--- src/rtl/ibex_simple_system_pkg.sv ---
// ----------------------------------------------------------------------------
// ibex_simple_system_pkg
// Shared definitions for the simple system data-memory arbiter slice:
//   - requester index constants (core data port, host/loader port)
//   - requester ID width helper and ID typedef
// No ports (package).
// ----------------------------------------------------------------------------
package ibex_simple_system_pkg;

   // Fixed requester indices on the arbiter's request vectors.
   localparam int unsigned CoreDReq  = 32'd0;
   localparam int unsigned HostReq   = 32'd1;

   // Largest requester count the arbiter is built for.
   localparam int unsigned NumReqMax = 32'd4;

   // Width of a requester ID: $clog2(num_req), but never below one bit.
   function automatic int unsigned req_id_width(input int unsigned num_req);
      if (num_req <= 32'd2) begin
         return 32'd1;
      end else begin
         return $clog2(num_req);
      end
   endfunction

   // Requester ID wide enough for any supported configuration.
   typedef logic [req_id_width(NumReqMax)-1:0] req_id_t;

endpackage

--- src/rtl/ibex_simple_system_id_fifo.sv ---
// ----------------------------------------------------------------------------
// ibex_simple_system_id_fifo
// Small in-order FIFO holding the requester ID of each accepted downstream
// transaction until its response returns.
// Ports:
//   clk_i, rst_ni  clock, asynchronous active-low reset
//   push_i         write push_id_i at the tail (ignored when full)
//   push_id_i      ID to store
//   pop_i          drop the head entry (ignored when empty)
//   head_id_o      ID at the head (oldest outstanding transaction)
//   count_o        number of valid entries
//   full_o/empty_o occupancy flags
// ----------------------------------------------------------------------------
module ibex_simple_system_id_fifo #(
   parameter int unsigned Depth = 2,
   parameter int unsigned Width = 1
) (
   input  logic                           clk_i,
   input  logic                           rst_ni,
   input  logic                           push_i,
   input  logic [Width-1:0]               push_id_i,
   input  logic                           pop_i,
   output logic [Width-1:0]               head_id_o,
   output logic [$clog2(Depth+1)-1:0]     count_o,
   output logic                           full_o,
   output logic                           empty_o
);

   localparam int unsigned PtrW = (Depth > 32'd1) ? $clog2(Depth) : 32'd1;
   localparam int unsigned CntW = $clog2(Depth + 1);

   logic [Width-1:0] mem_q [Depth];
   logic [PtrW-1:0]  wr_ptr_q;
   logic [PtrW-1:0]  rd_ptr_q;
   logic [CntW-1:0]  count_q;
   logic             push_ok_s;
   logic             pop_ok_s;

   // Pointers wrap at Depth, which need not be a power of two.
   function automatic logic [PtrW-1:0] ptr_inc(input logic [PtrW-1:0] ptr);
      if (ptr == PtrW'(Depth - 32'd1)) begin
         return {PtrW{1'b0}};
      end else begin
         return ptr + PtrW'(1);
      end
   endfunction

   assign push_ok_s = push_i & ~full_o;
   assign pop_ok_s  = pop_i & ~empty_o;

   assign full_o    = (count_q == CntW'(Depth));
   assign empty_o   = (count_q == {CntW{1'b0}});
   assign count_o   = count_q;
   assign head_id_o = mem_q[rd_ptr_q];

   // Storage, pointer and occupancy registers.
   always_ff @(posedge clk_i or negedge rst_ni) begin
      if (!rst_ni) begin
         for (int i = 0; i < int'(Depth); i++) begin
            mem_q[i] <= {Width{1'b0}};
         end
         wr_ptr_q <= {PtrW{1'b0}};
         rd_ptr_q <= {PtrW{1'b0}};
         count_q  <= {CntW{1'b0}};
      end else begin
         if (push_ok_s) begin
            mem_q[wr_ptr_q] <= push_id_i;
            wr_ptr_q        <= ptr_inc(wr_ptr_q);
         end
         if (pop_ok_s) begin
            rd_ptr_q <= ptr_inc(rd_ptr_q);
         end
         // Simultaneous push and pop leaves the occupancy unchanged.
         case ({push_ok_s, pop_ok_s})
            2'b10:   count_q <= count_q + CntW'(1);
            2'b01:   count_q <= count_q - CntW'(1);
            default: count_q <= count_q;
         endcase
      end
   end

endmodule

--- src/rtl/ibex_simple_system_dmem_arbiter.sv ---
// ----------------------------------------------------------------------------
// ibex_simple_system_dmem_arbiter
// Shares the single data-memory slave port between NumReq req/gnt/rvalid
// requesters (index 0 = Ibex data port, index 1 = host/loader).
// Round-robin arbitration; a requester that was presented downstream but not
// granted stays locked as the winner so the downstream address/data remain
// stable. An ID FIFO routes in-order responses back to the issuer.
// Ports:
//   clk_i, rst_ni                 clock, asynchronous active-low reset
//   req_i/we_i/addr_i/be_i/wdata_i  per-requester request channel
//   gnt_o/rvalid_o/err_o          per-requester grant / response / error
//   rdata_o                       shared read data, qualified by rvalid_o
//   dmem_*_o / dmem_*_i           downstream port
//   unexpected_rvalid_o           sticky: response with nothing outstanding
// ----------------------------------------------------------------------------
module ibex_simple_system_dmem_arbiter
   import ibex_simple_system_pkg::*;
#(
   parameter int unsigned NumReq         = 2,
   parameter int unsigned MaxOutstanding = 2,
   parameter int unsigned AddrWidth      = 32,
   parameter int unsigned DataWidth      = 32
) (
   input  logic                                clk_i,
   input  logic                                rst_ni,
   input  logic [NumReq-1:0]                   req_i,
   input  logic [NumReq-1:0]                   we_i,
   input  logic [NumReq-1:0][AddrWidth-1:0]    addr_i,
   input  logic [NumReq-1:0][DataWidth/8-1:0]  be_i,
   input  logic [NumReq-1:0][DataWidth-1:0]    wdata_i,
   output logic [NumReq-1:0]                   gnt_o,
   output logic [NumReq-1:0]                   rvalid_o,
   output logic [DataWidth-1:0]                rdata_o,
   output logic [NumReq-1:0]                   err_o,
   output logic                                dmem_req_o,
   input  logic                                dmem_gnt_i,
   output logic                                dmem_we_o,
   output logic [AddrWidth-1:0]                dmem_addr_o,
   output logic [DataWidth/8-1:0]              dmem_be_o,
   output logic [DataWidth-1:0]                dmem_wdata_o,
   input  logic                                dmem_rvalid_i,
   input  logic [DataWidth-1:0]                dmem_rdata_i,
   input  logic                                dmem_err_i,
   output logic                                unexpected_rvalid_o
);

   localparam int unsigned IdW  = req_id_width(NumReq);
   localparam int unsigned CntW = $clog2(MaxOutstanding + 1);
   localparam int unsigned BeW  = DataWidth / 8;

   logic [IdW-1:0]  rr_ptr_q, rr_ptr_d;
   logic            lock_valid_q, lock_valid_d;
   logic [IdW-1:0]  lock_id_q, lock_id_d;
   logic            unexpected_q, unexpected_d;

   logic [IdW-1:0]  winner_s;
   logic            any_req_s;
   logic            lock_hold_s;
   logic            handshake_s;
   logic            rsp_s;

   logic [IdW-1:0]  fifo_head_s;
   logic [CntW-1:0] fifo_count_s;
   logic            fifo_full_s;
   logic            fifo_empty_s;

   assign any_req_s   = |req_i;
   // A lock only counts while its requester still asserts req; otherwise
   // re-arbitrate in the same cycle.
   assign lock_hold_s = lock_valid_q & req_i[lock_id_q];

   // Winner selection: locked requester first, else round-robin from rr_ptr.
   always_comb begin
      logic          found;
      int unsigned   idx;
      logic [IdW-1:0] idx_w;
      winner_s = {IdW{1'b0}};
      found    = 1'b0;
      idx      = 32'd0;
      idx_w    = {IdW{1'b0}};
      if (lock_hold_s) begin
         winner_s = lock_id_q;
      end else begin
         for (int unsigned i = 0; i < NumReq; i++) begin
            idx   = (32'(rr_ptr_q) + i) % NumReq;
            idx_w = IdW'(idx);
            if (!found && req_i[idx_w]) begin
               winner_s = idx_w;
               found    = 1'b1;
            end else begin
               found    = found;
            end
         end
      end
   end

   // Downstream request is held off whenever the ID FIFO is full; a pop in
   // the same cycle does not release it until the next cycle.
   assign dmem_req_o   = any_req_s & ~fifo_full_s;
   assign handshake_s  = dmem_req_o & dmem_gnt_i;
   assign dmem_we_o    = dmem_req_o & we_i[winner_s];
   assign dmem_addr_o  = dmem_req_o ? addr_i[winner_s]  : {AddrWidth{1'b0}};
   assign dmem_be_o    = dmem_req_o ? be_i[winner_s]    : {BeW{1'b0}};
   assign dmem_wdata_o = dmem_req_o ? wdata_i[winner_s] : {DataWidth{1'b0}};

   assign rsp_s   = dmem_rvalid_i & ~fifo_empty_s;
   assign rdata_o = rsp_s ? dmem_rdata_i : {DataWidth{1'b0}};

   // One-hot grant and response routing.
   always_comb begin
      gnt_o              = {NumReq{1'b0}};
      rvalid_o           = {NumReq{1'b0}};
      err_o              = {NumReq{1'b0}};
      gnt_o[winner_s]    = handshake_s;
      rvalid_o[fifo_head_s] = rsp_s;
      err_o[fifo_head_s] = rsp_s & dmem_err_i;
   end

   // Next-state for round-robin pointer and request lock.
   always_comb begin
      rr_ptr_d     = rr_ptr_q;
      lock_valid_d = lock_valid_q;
      lock_id_d    = lock_id_q;
      if (handshake_s) begin
         lock_valid_d = 1'b0;
         if (winner_s == IdW'(NumReq - 32'd1)) begin
            rr_ptr_d = {IdW{1'b0}};
         end else begin
            rr_ptr_d = winner_s + IdW'(1);
         end
      end else if (dmem_req_o) begin
         // Presented but not granted: pin this requester until granted.
         lock_valid_d = 1'b1;
         lock_id_d    = winner_s;
      end else if (lock_valid_q && !lock_hold_s) begin
         lock_valid_d = 1'b0;
      end else begin
         lock_valid_d = lock_valid_q;
      end
   end

   assign unexpected_d        = unexpected_q | (dmem_rvalid_i & (fifo_count_s == {CntW{1'b0}}));
   assign unexpected_rvalid_o = unexpected_q;

   // Arbiter state registers.
   always_ff @(posedge clk_i or negedge rst_ni) begin
      if (!rst_ni) begin
         rr_ptr_q     <= {IdW{1'b0}};
         lock_valid_q <= 1'b0;
         lock_id_q    <= {IdW{1'b0}};
         unexpected_q <= 1'b0;
      end else begin
         rr_ptr_q     <= rr_ptr_d;
         lock_valid_q <= lock_valid_d;
         lock_id_q    <= lock_id_d;
         unexpected_q <= unexpected_d;
      end
   end

   ibex_simple_system_id_fifo #(
      .Depth (MaxOutstanding),
      .Width (IdW)
   ) u_id_fifo (
      .clk_i     (clk_i),
      .rst_ni    (rst_ni),
      .push_i    (handshake_s),
      .push_id_i (winner_s),
      .pop_i     (rsp_s),
      .head_id_o (fifo_head_s),
      .count_o   (fifo_count_s),
      .full_o    (fifo_full_s),
      .empty_o   (fifo_empty_s)
   );

endmodule
--- config.mk ---
export PLATFORM = sky130hd
export DESIGN_NAME = ibex_simple_system_dmem_arbiter
export DESIGN_NICKNAME = d
export VERILOG_FILES = /design/src/rtl/ibex_simple_system_pkg.sv /design/src/rtl/ibex_simple_system_id_fifo.sv /design/src/rtl/ibex_simple_system_dmem_arbiter.sv
export SDC_FILE = /design/constraint.sdc
export NUM_CORES = 1
export LEC_CHECK = 0
export BUFFER_PORTS_ARGS = -buffer_cell sky130_fd_sc_hd__buf_4
export CAP_MARGIN = 20
export CORE_AREA = 5 5 108 110
export DETAILED_ROUTE_END_ITERATION = 8
export DIE_AREA = 0 0 113 115
export SYNTH_ARGS = -nofsm -noshare
export SYNTH_HDL_FRONTEND = slang
export SYNTH_SLANG_ARGS = --single-unit
export TNS_END_PERCENT = 10
--- constraint.sdc ---
create_clock -name clk_i -period 2.1 [get_ports clk_i]
set_input_delay 0.105 -clock clk_i [delete_from_list [all_inputs] [get_ports clk_i]]
set_output_delay 0.105 -clock clk_i [all_outputs]
set_load 0.005 [all_outputs]
==> impl_results.md, run 1 <==
- Grt ovf: 0
- Synth Area in XOR/XNOR: 1.58%
- Drt initial violations: 326
- Core ar.: 10,600 um^2
- Status: completed
- ANT nets after route: 0
- Largest family of logic cells by synthesized area: compound AO/OA/AOI/OAI gates
- Post-DP Area: 4970 um^2
- Mux share of post-synthesis cell area: 1.40%
- Critical Path Slowest Stage Cell: dfrtp_1
- Final core occ: 47.5%
- Initial Utilization: 26.2%
- Sequential element share of the synthesized area: 9.01%
- # nets final: 916
- Startpoint types: flip-flop
- Largest net degree at the start of global routing: 144
- Gr usage total: 19.1%
- Internal power: 2.17 mW
- Initial antenna violation count: 0
- Vias: 4,321
- CP Class: reg -> out
- Fin crit period: 1970 ps
- Top delay family on crit path: flip-flops
- Htree depth: 1
- Setup WS pre-CTS: 279 ps
- Synth Area in Simple Gates: 30.4%
- Worst path most repeated cell: buf_4
- Max Slew Vio Count: 0
- Distinct cells, synth: 34
- Post-route insts no fill: 876
- Synth Area in Adders: 0.451%
- Clock-pin transition on the worst setup and hold timing paths: 50 ps
- Min-Delay Path Class: in -> reg
- Comb pwr share: 85.3%
- LEAKAGE: 2.58 nW
- Die height: 115 um
- Post_cts resized: 0
- PwrDens: 818 nW/um^2
- CP max stage delay: 510 ps
- TritonCTS clock tree: built
- Setup WS post-layout: 127 ps
- Final GP Congestion: 0.956
- Slew margin rel.: 60.7%
- Placed cell count: 871
- Final HPWL DP: 10,400 um
- TNS Setup: 0 ps
- Post-route DRC: 0
- Synth Area per Inst: 5.56 um^2
- Fmax: 507 MHz
- Routed wire length: 14,000 um
- Top fanout value on the critical path: 22
- Area Growth Syn to Fin: 81.4%
- Clk buf depth: 2
- Mapped Area: 2780 um^2
- Clock group share of total power: 4.9%
- Fill cells: 1,099
- CTS Sinks: 10
- Max cap viols: 0
- RSZ-0062 raised after global routing: no
- Drt first pass iters: 4
- Ant diodes: 0
- Layout cell share with drive strength beyond 1: 40.9%
- Worst vdd ir: 0.000660 V
- Critical path capture point type: output port
- Reg power frac: 9.9%
- Vias in the first global route: 3,999
- DR WL/cell: 16.0 um
- Root buffer cell: clkbuf_8
- Fin crit share: 93.9%
- Switching power of the nets: 1.95 mW
- CP cell instances: mux2i_4 -> buf_4 -> a21oi_1 -> o21a_1 -> buf_4
- Fin. Hold Viols: 0
- Final instance area: 5040 um^2
- Switching share of power: 47.3%
- Row cnt: 38
- Cell count after synthesis: 499
- Chip width: 113 um
- Worst Skew: 5.33 ps
- Syn Nets: 677
- Worst-margin pin slew: 589 ps
- TritonCTS buffer count: 3
- Worst path bufs/invs: 2
- Yosys reg bits: 10
- Compound-cell area share of the yosys netlist: 46.9%
- Port-buffer cells: 285
- Endpoints failing setup: 0
- Latest clock arrival within the worst-skew pair: 240 ps
- I/O pins: 286
- Die Area: 13,000 um^2
- First-pass GRT wire length: 20,900 um
- Post-DR vias/cell: 4.93
- Yosys warning count: 0
- CP required: 2000 ps
- Critical path arrival: 1870 ps
layer usage:
metal  wire [um]  vias to the layer above  track usage, %  part of all wire [%]
met5           0                        -               0                     0
met4         221                        0            3.69                   1.6
met3         947                       18            3.84                   6.8
met2        7050                      171            34.1                    50
met1        5800                     1966            24.1                    41
li1            -                     2166               -                     -
worst reg2reg max path: stages, from the launching register on:
cell     delay (ps)
dfrtp_1         430
nor2b_1         240
or3_1           460
ha_1            350
nor2_1          140
xor2_1          140
cell usage after synthesis (all sizes together):
cell type | number | area, um^2
a21o | 1 | 7.51
a21oi | 138 | 691
a22o | 1 | 8.76
a2bb2oi | 1 | 8.76
and2 | 33 | 206
and3 | 1 | 6.26
buf | 22 | 120
clkbuf | 40 | 150
dfrtp | 10 | 250
ha | 1 | 12.5
inv | 4 | 15.0
mux2 | 1 | 15.0
mux2i | 2 | 23.8
nand2 | 141 | 529
nand2b | 3 | 18.8
nand3 | 3 | 15.0
nand3b | 1 | 7.51
nand4 | 1 | 6.26
nor2 | 6 | 22.5
nor2b | 4 | 25.0
o21a | 70 | 526
o21ai | 3 | 15.0
o22ai | 2 | 12.5
o311a | 1 | 10.0
o31ai | 2 | 15.0
o41ai | 1 | 8.76
or3 | 1 | 6.26
xnor2 | 3 | 26.3
xor2 | 2 | 17.5
state kept, by name (all words and copies together) (netlist names):
name,cells
lock_valid_q,1
u_id_fifo.rd_ptr_q,1
unexpected_rvalid_o,1
u_id_fifo.count_o,2
lock_id_q,1
u_id_fifo.wr_ptr_q,1
u_id_fifo.mem_q,2
rr_ptr_q,1
layout by cell type, fill, tap and decap left out, types with 2 or more instances in the layout:
cell type,instances
a21oi_1,138
and2_1,33
buf_12,6
buf_4,288
clkbuf_8,3
dfrtp_1,10
inv_1,4
nand2_1,141
nand2b_1,2
nand3_1,3
nor2_1,6
nor2b_1,4
o21a_1,70
o21ai_0,2
o22ai_1,2
o31ai_1,2
xnor2_1,3
xor2_1,2
through the flow:
step | hold WS, ps | power [mW]
CTS | 80.0 | 4.13
floorplan | -191 | 2.22
global route | 105 | 4.47
finish | 95.1 | 4.12
global placement | -59.8 | 3.87
detailed placement | -58.1 | 3.91
kinds of logic (layout without fill, tap and decap cells):
logic type	Yosys count	count (layout)
buf+inv	66	302
compound gates	220	220
fa+ha+maj	1	1
mux	3	4
xor+xnor	5	5
flops	10	10
simple gates	194	194
layout make-up:
cell class              count  area (um^2)  area share (%)
repair buffers            295         2290            45.5
flip-flops and latches     10          250            4.97
well taps                 140          175            3.48
inverters                   4         15.0           0.298
clock buffers               3         41.3           0.820
multi-input cells         424         2260            44.9
what timing repair did:
action,CTS,global route
endpoints found under the setup margin,0,1
endpoints found under the hold margin,10,0
hold buffers,1,0
setup buffers,0,0
worst paths after layout:
| check | start | endpoint | slack [ps] | cells after the start |
|---|---|---|---|---|
| hold / removal | dmem_rvalid_i | unexpected_rvalid_o | 100 | 2 |
| setup / recovery | lock_valid_q | dmem_be_o[3] | 130 | 5 |
| min in group asynchronous | rst_ni | u_id_fifo.count_o[0] | 230 | 2 |
| setup reg to reg | u_id_fifo.count_o[1] | u_id_fifo.count_o[1] | 260 | 5 |
| max in group asynchronous | rst_ni | u_id_fifo.mem_q[0] | 1730 | 2 |
| hold reg to reg | unexpected_rvalid_o | unexpected_rvalid_o | 470 | 1 |
power groups by stage:
stage	Clock, mW	Sequential (mW)	Combinational [mW]
6_report	0.200	0.408	3.51
5_1_grt	0.213	0.427	3.83
4_1_cts	0.210	0.401	3.52
3_5_place_dp	0	0.404	3.51
3_3_place_gp	0	0.397	3.47
2_1_floorplan	0	0.353	1.87
Note: power is estimated with default switching activity, not from simulation.
==> run 2: changes to the inputs <==
--- a/config.mk
+++ b/config.mk
@@ -5,7 +5,8 @@
 export SDC_FILE = /design/constraint.sdc
 export NUM_CORES = 1
 export LEC_CHECK = 0
-export BUFFER_PORTS_ARGS = -buffer_cell sky130_fd_sc_hd__buf_4
+export ABC_AREA = 1
+export BUFFER_PORTS_ARGS = -buffer_cell sky130_fd_sc_hd__buf_2
 export CAP_MARGIN = 20
 export CORE_AREA = 5 5 108 110
 export DETAILED_ROUTE_END_ITERATION = 8
==> impl_results.md, run 2 <==
- Critical path arrival: 1720 ps
- Largest net degree at the start of global routing: 96
- Max Slew Vio Count: 0
- Post-route DRC: 0
- # nets final: 950
- Worst path bufs/invs: 3
- Clock-pin transition on the worst setup and hold timing paths: 40 ps
- DR WL/cell: 11.2 um
- RSZ-0062 raised after global routing: no
- Yosys warning count: 0
- Fmax: 547 MHz
- Worst-margin pin slew: 546 ps
- Clk buf depth: 2
- Initial Utilization: 23.1%
- Comb pwr share: 83.0%
- CP cell instances: inv_2 -> nand2_1 -> nand3_1 -> nand2_4 -> buf_12 -> nand3_1 -> nand2_1 -> nor2_1 -> buf_2
- Most common cell in the netlist: nor2_1
- TritonCTS clock tree: built
- Cell count after synthesis: 514
- Post-DR vias/cell: 4.17
- Final GP Congestion: 0.790
- CP Class: reg -> out
- Largest cells by area after synthesis: nor2_1 (17%), inv_1 (17%), nand3_1 (15%)
- Endpoints failing setup: 0
- CP required: 2000 ps
- Distinct cells, synth: 19
- Number of flops mapped to enable cells by yosys: 0
- TritonCTS buffer count: 3
- Critical path capture point type: output port
- Postcts setup bufs: 0
- Vias: 3,794
- Switching power of the nets: 1.64 mW
- Commonest non-fill, non-tap cell in the layout: buf_2
- Ant diodes: 0
- First-pass GRT wire length: 16,100 um
- ANT nets after route: 0
- Root buffer cell: clkbuf_8
- Initial antenna violation count: 0
- Die height: 115 um
- Min-Delay Path Class: in -> reg
- Chip width: 113 um
- Grt ovf: 0
- Area leader, netlist: nor2_1
- Area Growth Syn to Fin: 63.8%
- Htree depth: 1
- Synth Area per Inst: 4.76 um^2
- Reg power frac: 11.1%
- Fin. Hold Viols: 0
- Latest clock arrival within the worst-skew pair: 230 ps
- Startpoint types: flip-flop
- CP max stage delay: 410 ps
- Slew margin rel.: 63.5%
- Layout cell share with drive strength beyond 1: 39.2%
- Row cnt: 38
- Drt initial violations: 241
- Most used DFF post-synth: dfrtp_1
- Die Area: 13,000 um^2
- Commonest cells post-synth: nor2_1 (110), inv_1 (108), nand2_1 (84)
- TNS Setup: 0 ps
- Vias in the first global route: 3,642
- Clock group share of total power: 6.0%
- Top delay family on crit path: simple AND/OR/NAND/NOR gates
- Internal power: 1.56 mW
- Port-buffer cells: 285
- Critical Path Slowest Stage Cell: dfrtp_1
- PwrDens: 798 nW/um^2
- Total power: 3.20 mW
- Drt first pass iters: 4
- FFs w/ async S/R, synth: 100%
- Worst vdd ir: 0.000478 V
- Fin crit share: 87.1%
- Routed wire length: 10,200 um
- Max cap viols: 0
- Syn Nets: 692
- Switching share of power: 51.2%
- Final HPWL DP: 8030 um
- I/O pins: 286
- Yosys top cell area share: 16.9%
- LEAKAGE: 2.85 nW
- Core ar.: 10,600 um^2
- Status: completed
- Worst Skew: 1.94 ps
- Most frequent cells in the layout: buf_2 (285), nor2_1 (110), inv_1 (108)
- CTS Sinks: 10
- Yosys reg bits: 10
- Top fanout value on the critical path: 95
- Sequential element share of the synthesized area: 10.2%
- Gr usage total: 14.4%
- Mapped Area: 2450 um^2
- Fin crit period: 1830 ps
-- run 2: what timing repair did --
| item | 4_1_cts | 5_1_grt |
|---|---|---|
| hold buffers | 1 | 0 |
| hold endpoints to repair | 10 | 0 |
| gates resized for setup | 0 | 0 |
-- run 2: path summary, 6_finish.rpt --
check / slack, ps / startpoint / depth (start not counted) / to
worst max-delay path: 270 / lock_id_q / 9 / dmem_addr_o[15]
worst min-delay path: 110 / dmem_rvalid_i / 2 / unexpected_rvalid_o
worst max register to register: 530 / u_id_fifo.count_o[0] / 9 / u_id_fifo.count_o[1]
worst min register to register: 460 / unexpected_rvalid_o / 1 / unexpected_rvalid_o
max in group asynchronous: 1630 / rst_ni / 2 / u_id_fifo.count_o[0]
min in group asynchronous: 280 / rst_ni / 2 / rr_ptr_q
-- run 2: metrics by stage --
| stage | setup WS [ps] | std cells | area, um^2 | hold WS, ps | utilization, % |
|---|---|---|---|---|---|
| 2_1_floorplan | 592 | 514 | 2450 | -191 | - |
| 3_3_place_gp | 520 | 906 | 3960 | -20.4 | 37.3 |
| 3_5_place_dp | 502 | 906 | 3960 | -19.6 | 37.3 |
| 4_1_cts | 244 | 910 | 4010 | 100 | 37.8 |
| 5_1_grt | 47.0 | 910 | 4010 | 106 | 37.8 |
| 6_report | 271 | 910 | 4010 | 108 | 37.8 |
-- run 2: layer usage --
metal / global-route usage [%] / share of wire [%] / vias to the layer above
met1: 17.1 / 41 / 1570
met5: 0 / 0 / -
met3: 3.58 / 9.0 / 8
li1: - / - / 2067
met4: 2.48 / 0.88 / 0
met2: 26.6 / 49 / 149
-- run 2: cells by family after synthesis --
logic type	Yosys count	synth area share (%)
AO/OA/AOI/OAI	78	16.2
XOR/XNOR	4	1.43
adder cells (fa/ha/maj)	1	0.511
buffers and inverters	152	26.5
flip-flops	10	10.2
AND/OR/NAND/NOR	269	45.2
-- run 2: cell type report --
cell class | count | area (um^2)
clock buffer | 3 | 41.3
fill | 1251 | 6600
inverter | 112 | 420
multi-input combinational | 352 | 1570
sequential | 10 | 250
tap | 140 | 175
timing repair buffer | 293 | 1550
-- run 2: power by group through the flow --
stage / sequential (mW) / combinational, mW / clock [mW]
after floorplan: 0.335 / 1.64 / 0
after global placement: 0.357 / 2.70 / 0
after detailed placement: 0.358 / 2.69 / 0
after CTS: 0.356 / 2.70 / 0.197
after global routing: 0.371 / 3.06 / 0.213
final: 0.353 / 2.65 / 0.191
==> run 3: changes to the inputs <==
--- a/config.mk
+++ b/config.mk
@@ -8,9 +8,10 @@
 export ABC_AREA = 1
 export BUFFER_PORTS_ARGS = -buffer_cell sky130_fd_sc_hd__buf_2
 export CAP_MARGIN = 20
-export CORE_AREA = 5 5 108 110
+export CORE_AREA = 10 10 102 104
 export DETAILED_ROUTE_END_ITERATION = 8
-export DIE_AREA = 0 0 113 115
+export DIE_AREA = 0 0 112 114
+export PLACE_DENSITY = 0.72
 export SYNTH_ARGS = -nofsm -noshare
 export SYNTH_HDL_FRONTEND = slang
 export SYNTH_SLANG_ARGS = --single-unit
==> impl_results.md, run 3 (same netlist as run 2, synthesis figures left out) <==
- Initial antenna violation count: 0
- Initial Utilization: 28.9%
- Vias in the first global route: 3,422
- Total power: 3.31 mW
- Post-DR vias/cell: 4.34
- Die height: 114 um
- Clock-pin transition on the worst setup and hold timing paths: 50 ps
- PwrDens: 829 nW/um^2
- Htree depth: 1
- Vias: 3,817
- Ant diodes: 0
- Area Growth Syn to Fin: 63.4%
- LEAKAGE: 2.86 nW
- Critical Path Slowest Stage Cell: dfrtp_1
- Status: completed
- Fin crit share: 89.9%
- Startpoint types: flip-flop
- Top delay family on crit path: simple AND/OR/NAND/NOR gates
- Row cnt: 34
- Worst Skew: 6.27 ps
- Port-buffer cells: 285
- Worst-margin pin slew: 543 ps
- Root buffer cell: clkbuf_8
- Core ar.: 8470 um^2
- Met2 routed WL: 5680 um
- Top fanout value on the critical path: 49
- Post-route DRC: 0
- Final HPWL DP: 9380 um
- ANT nets after route: 0
- Max Slew Vio Count: 0
- I/O pins: 286
- DR WL/cell: 13.0 um
- Drt initial violations: 317
- Clk buf depth: 2
- Critical path capture point type: output port
- M1 WL: 4650 um
- # nets final: 951
- Chip width: 112 um
- Latest clock arrival within the worst-skew pair: 240 ps
- Gr usage total: 15.6%
- Worst path bufs/invs: 3
- CP max stage delay: 420 ps
- Die Area: 12,800 um^2
- Endpoints failing setup: 0
- RSZ-0062 raised after global routing: no
- Critical path arrival: 1780 ps
- Reg-to-reg setup timing slack: 490 ps
- Max cap viols: 0
- Grt ovf: 0
- Largest net degree at the start of global routing: 72
- Min-Delay Path Class: in -> reg
- CP cell instances: inv_2 -> nand2_1 -> nand3_1 -> nand2_8 -> buf_12 -> nand3_1 -> nand2_1 -> nor2_1 -> buf_2
- CP required: 2000 ps
- Uppermost layer routed: met4
- Drt first pass iters: 6
- Fin. Hold Viols: 0
- CP Class: reg -> out
- Worst vdd ir: 0.000504 V
- First-pass GRT wire length: 17,000 um
- Final GP Congestion: 0.850
- WL met3: 985 um
- Commonest non-fill, non-tap cell in the layout: buf_2
- Slew margin rel.: 63.7%
- TritonCTS clock tree: built
- Layout cell share with drive strength beyond 1: 39.4%
- CTS Sinks: 10
- TritonCTS buffer count: 3
- TNS Setup: 0 ps
- Fmax: 530 MHz
- Fin crit period: 1890 ps
- Most frequent cells in the layout: buf_2 (285), nor2_1 (110), inv_1 (108)
- Routed wire length: 11,500 um
## run 3: area by class of cell
cell class | instances | area, um^2
timing repair buffer | 294 | 1560
multi-input combinational | 352 | 1580
sequential | 10 | 250
fill | 946 | 4470
tap | 108 | 135
clock buffer | 4 | 55.1
inverter | 112 | 420
## run 3: layer usage
| metal | vias to the layer above | GRT usage, % |
|---|---|---|
| met2 | 159 | 28.0 |
| met5 | - | 0 |
| li1 | 2067 | - |
| met1 | 1581 | 17.8 |
| met4 | 0 | 3.13 |
| met3 | 10 | 4.57 |
## run 3: final timing paths
check                                      from                   end  cells past startpoint
setup / recovery                      lock_id_q       dmem_addr_o[22]                      9
hold / removal                    dmem_rvalid_i   unexpected_rvalid_o                      2
setup reg to reg           u_id_fifo.count_o[0]  u_id_fifo.count_o[1]                      9
hold reg to reg             unexpected_rvalid_o   unexpected_rvalid_o                      1
max in group asynchronous                rst_ni          lock_valid_q                      2
min in group asynchronous                rst_ni             lock_id_q                      2
## run 3: worst reg2reg max path, cell delays in order, from the launching register on
cell and delay [ps]:
dfrtp_1 400, inv_1 60, nand2_1 50, nand2_1 70, inv_2 80, nand2_2 120, ha_1 330, a21oi_1 110
o21ai_0 120, xnor2_1 150
## run 3: power breakdown
group | switching, mW | internal [mW] | total, mW
clock network | 0.0788 | 0.165 | 0.244
registers | 0.0758 | 0.278 | 0.354
logic | 1.54 | 1.17 | 2.72
total | 1.70 | 1.62 | 3.31
## run 3: timing repair
action / 4_1_cts / 5_1_grt
hold buffers: 1 / 0
endpoints found under the setup margin: 0 / 1
gates resized for setup: 0 / 1
setup buffers: 0 / 0
hold endpoints to repair: 10 / 0
## run 3: per-stage QoR
stage / hold WS [ps] / instances / area [um^2] / util, % / setup slack, ps
after floorplan: -191 / 514 / 2450 / - / 592
after global placement: -23.5 / 875 / 3920 / 46.3 / 486
after detailed placement: -21.7 / 875 / 3920 / 46.3 / 452
after CTS: 97.8 / 880 / 3990 / 47.1 / 188
after global routing: 113 / 880 / 4000 / 47.2 / 18.2
final: 101 / 880 / 4000 / 47.2 / 213
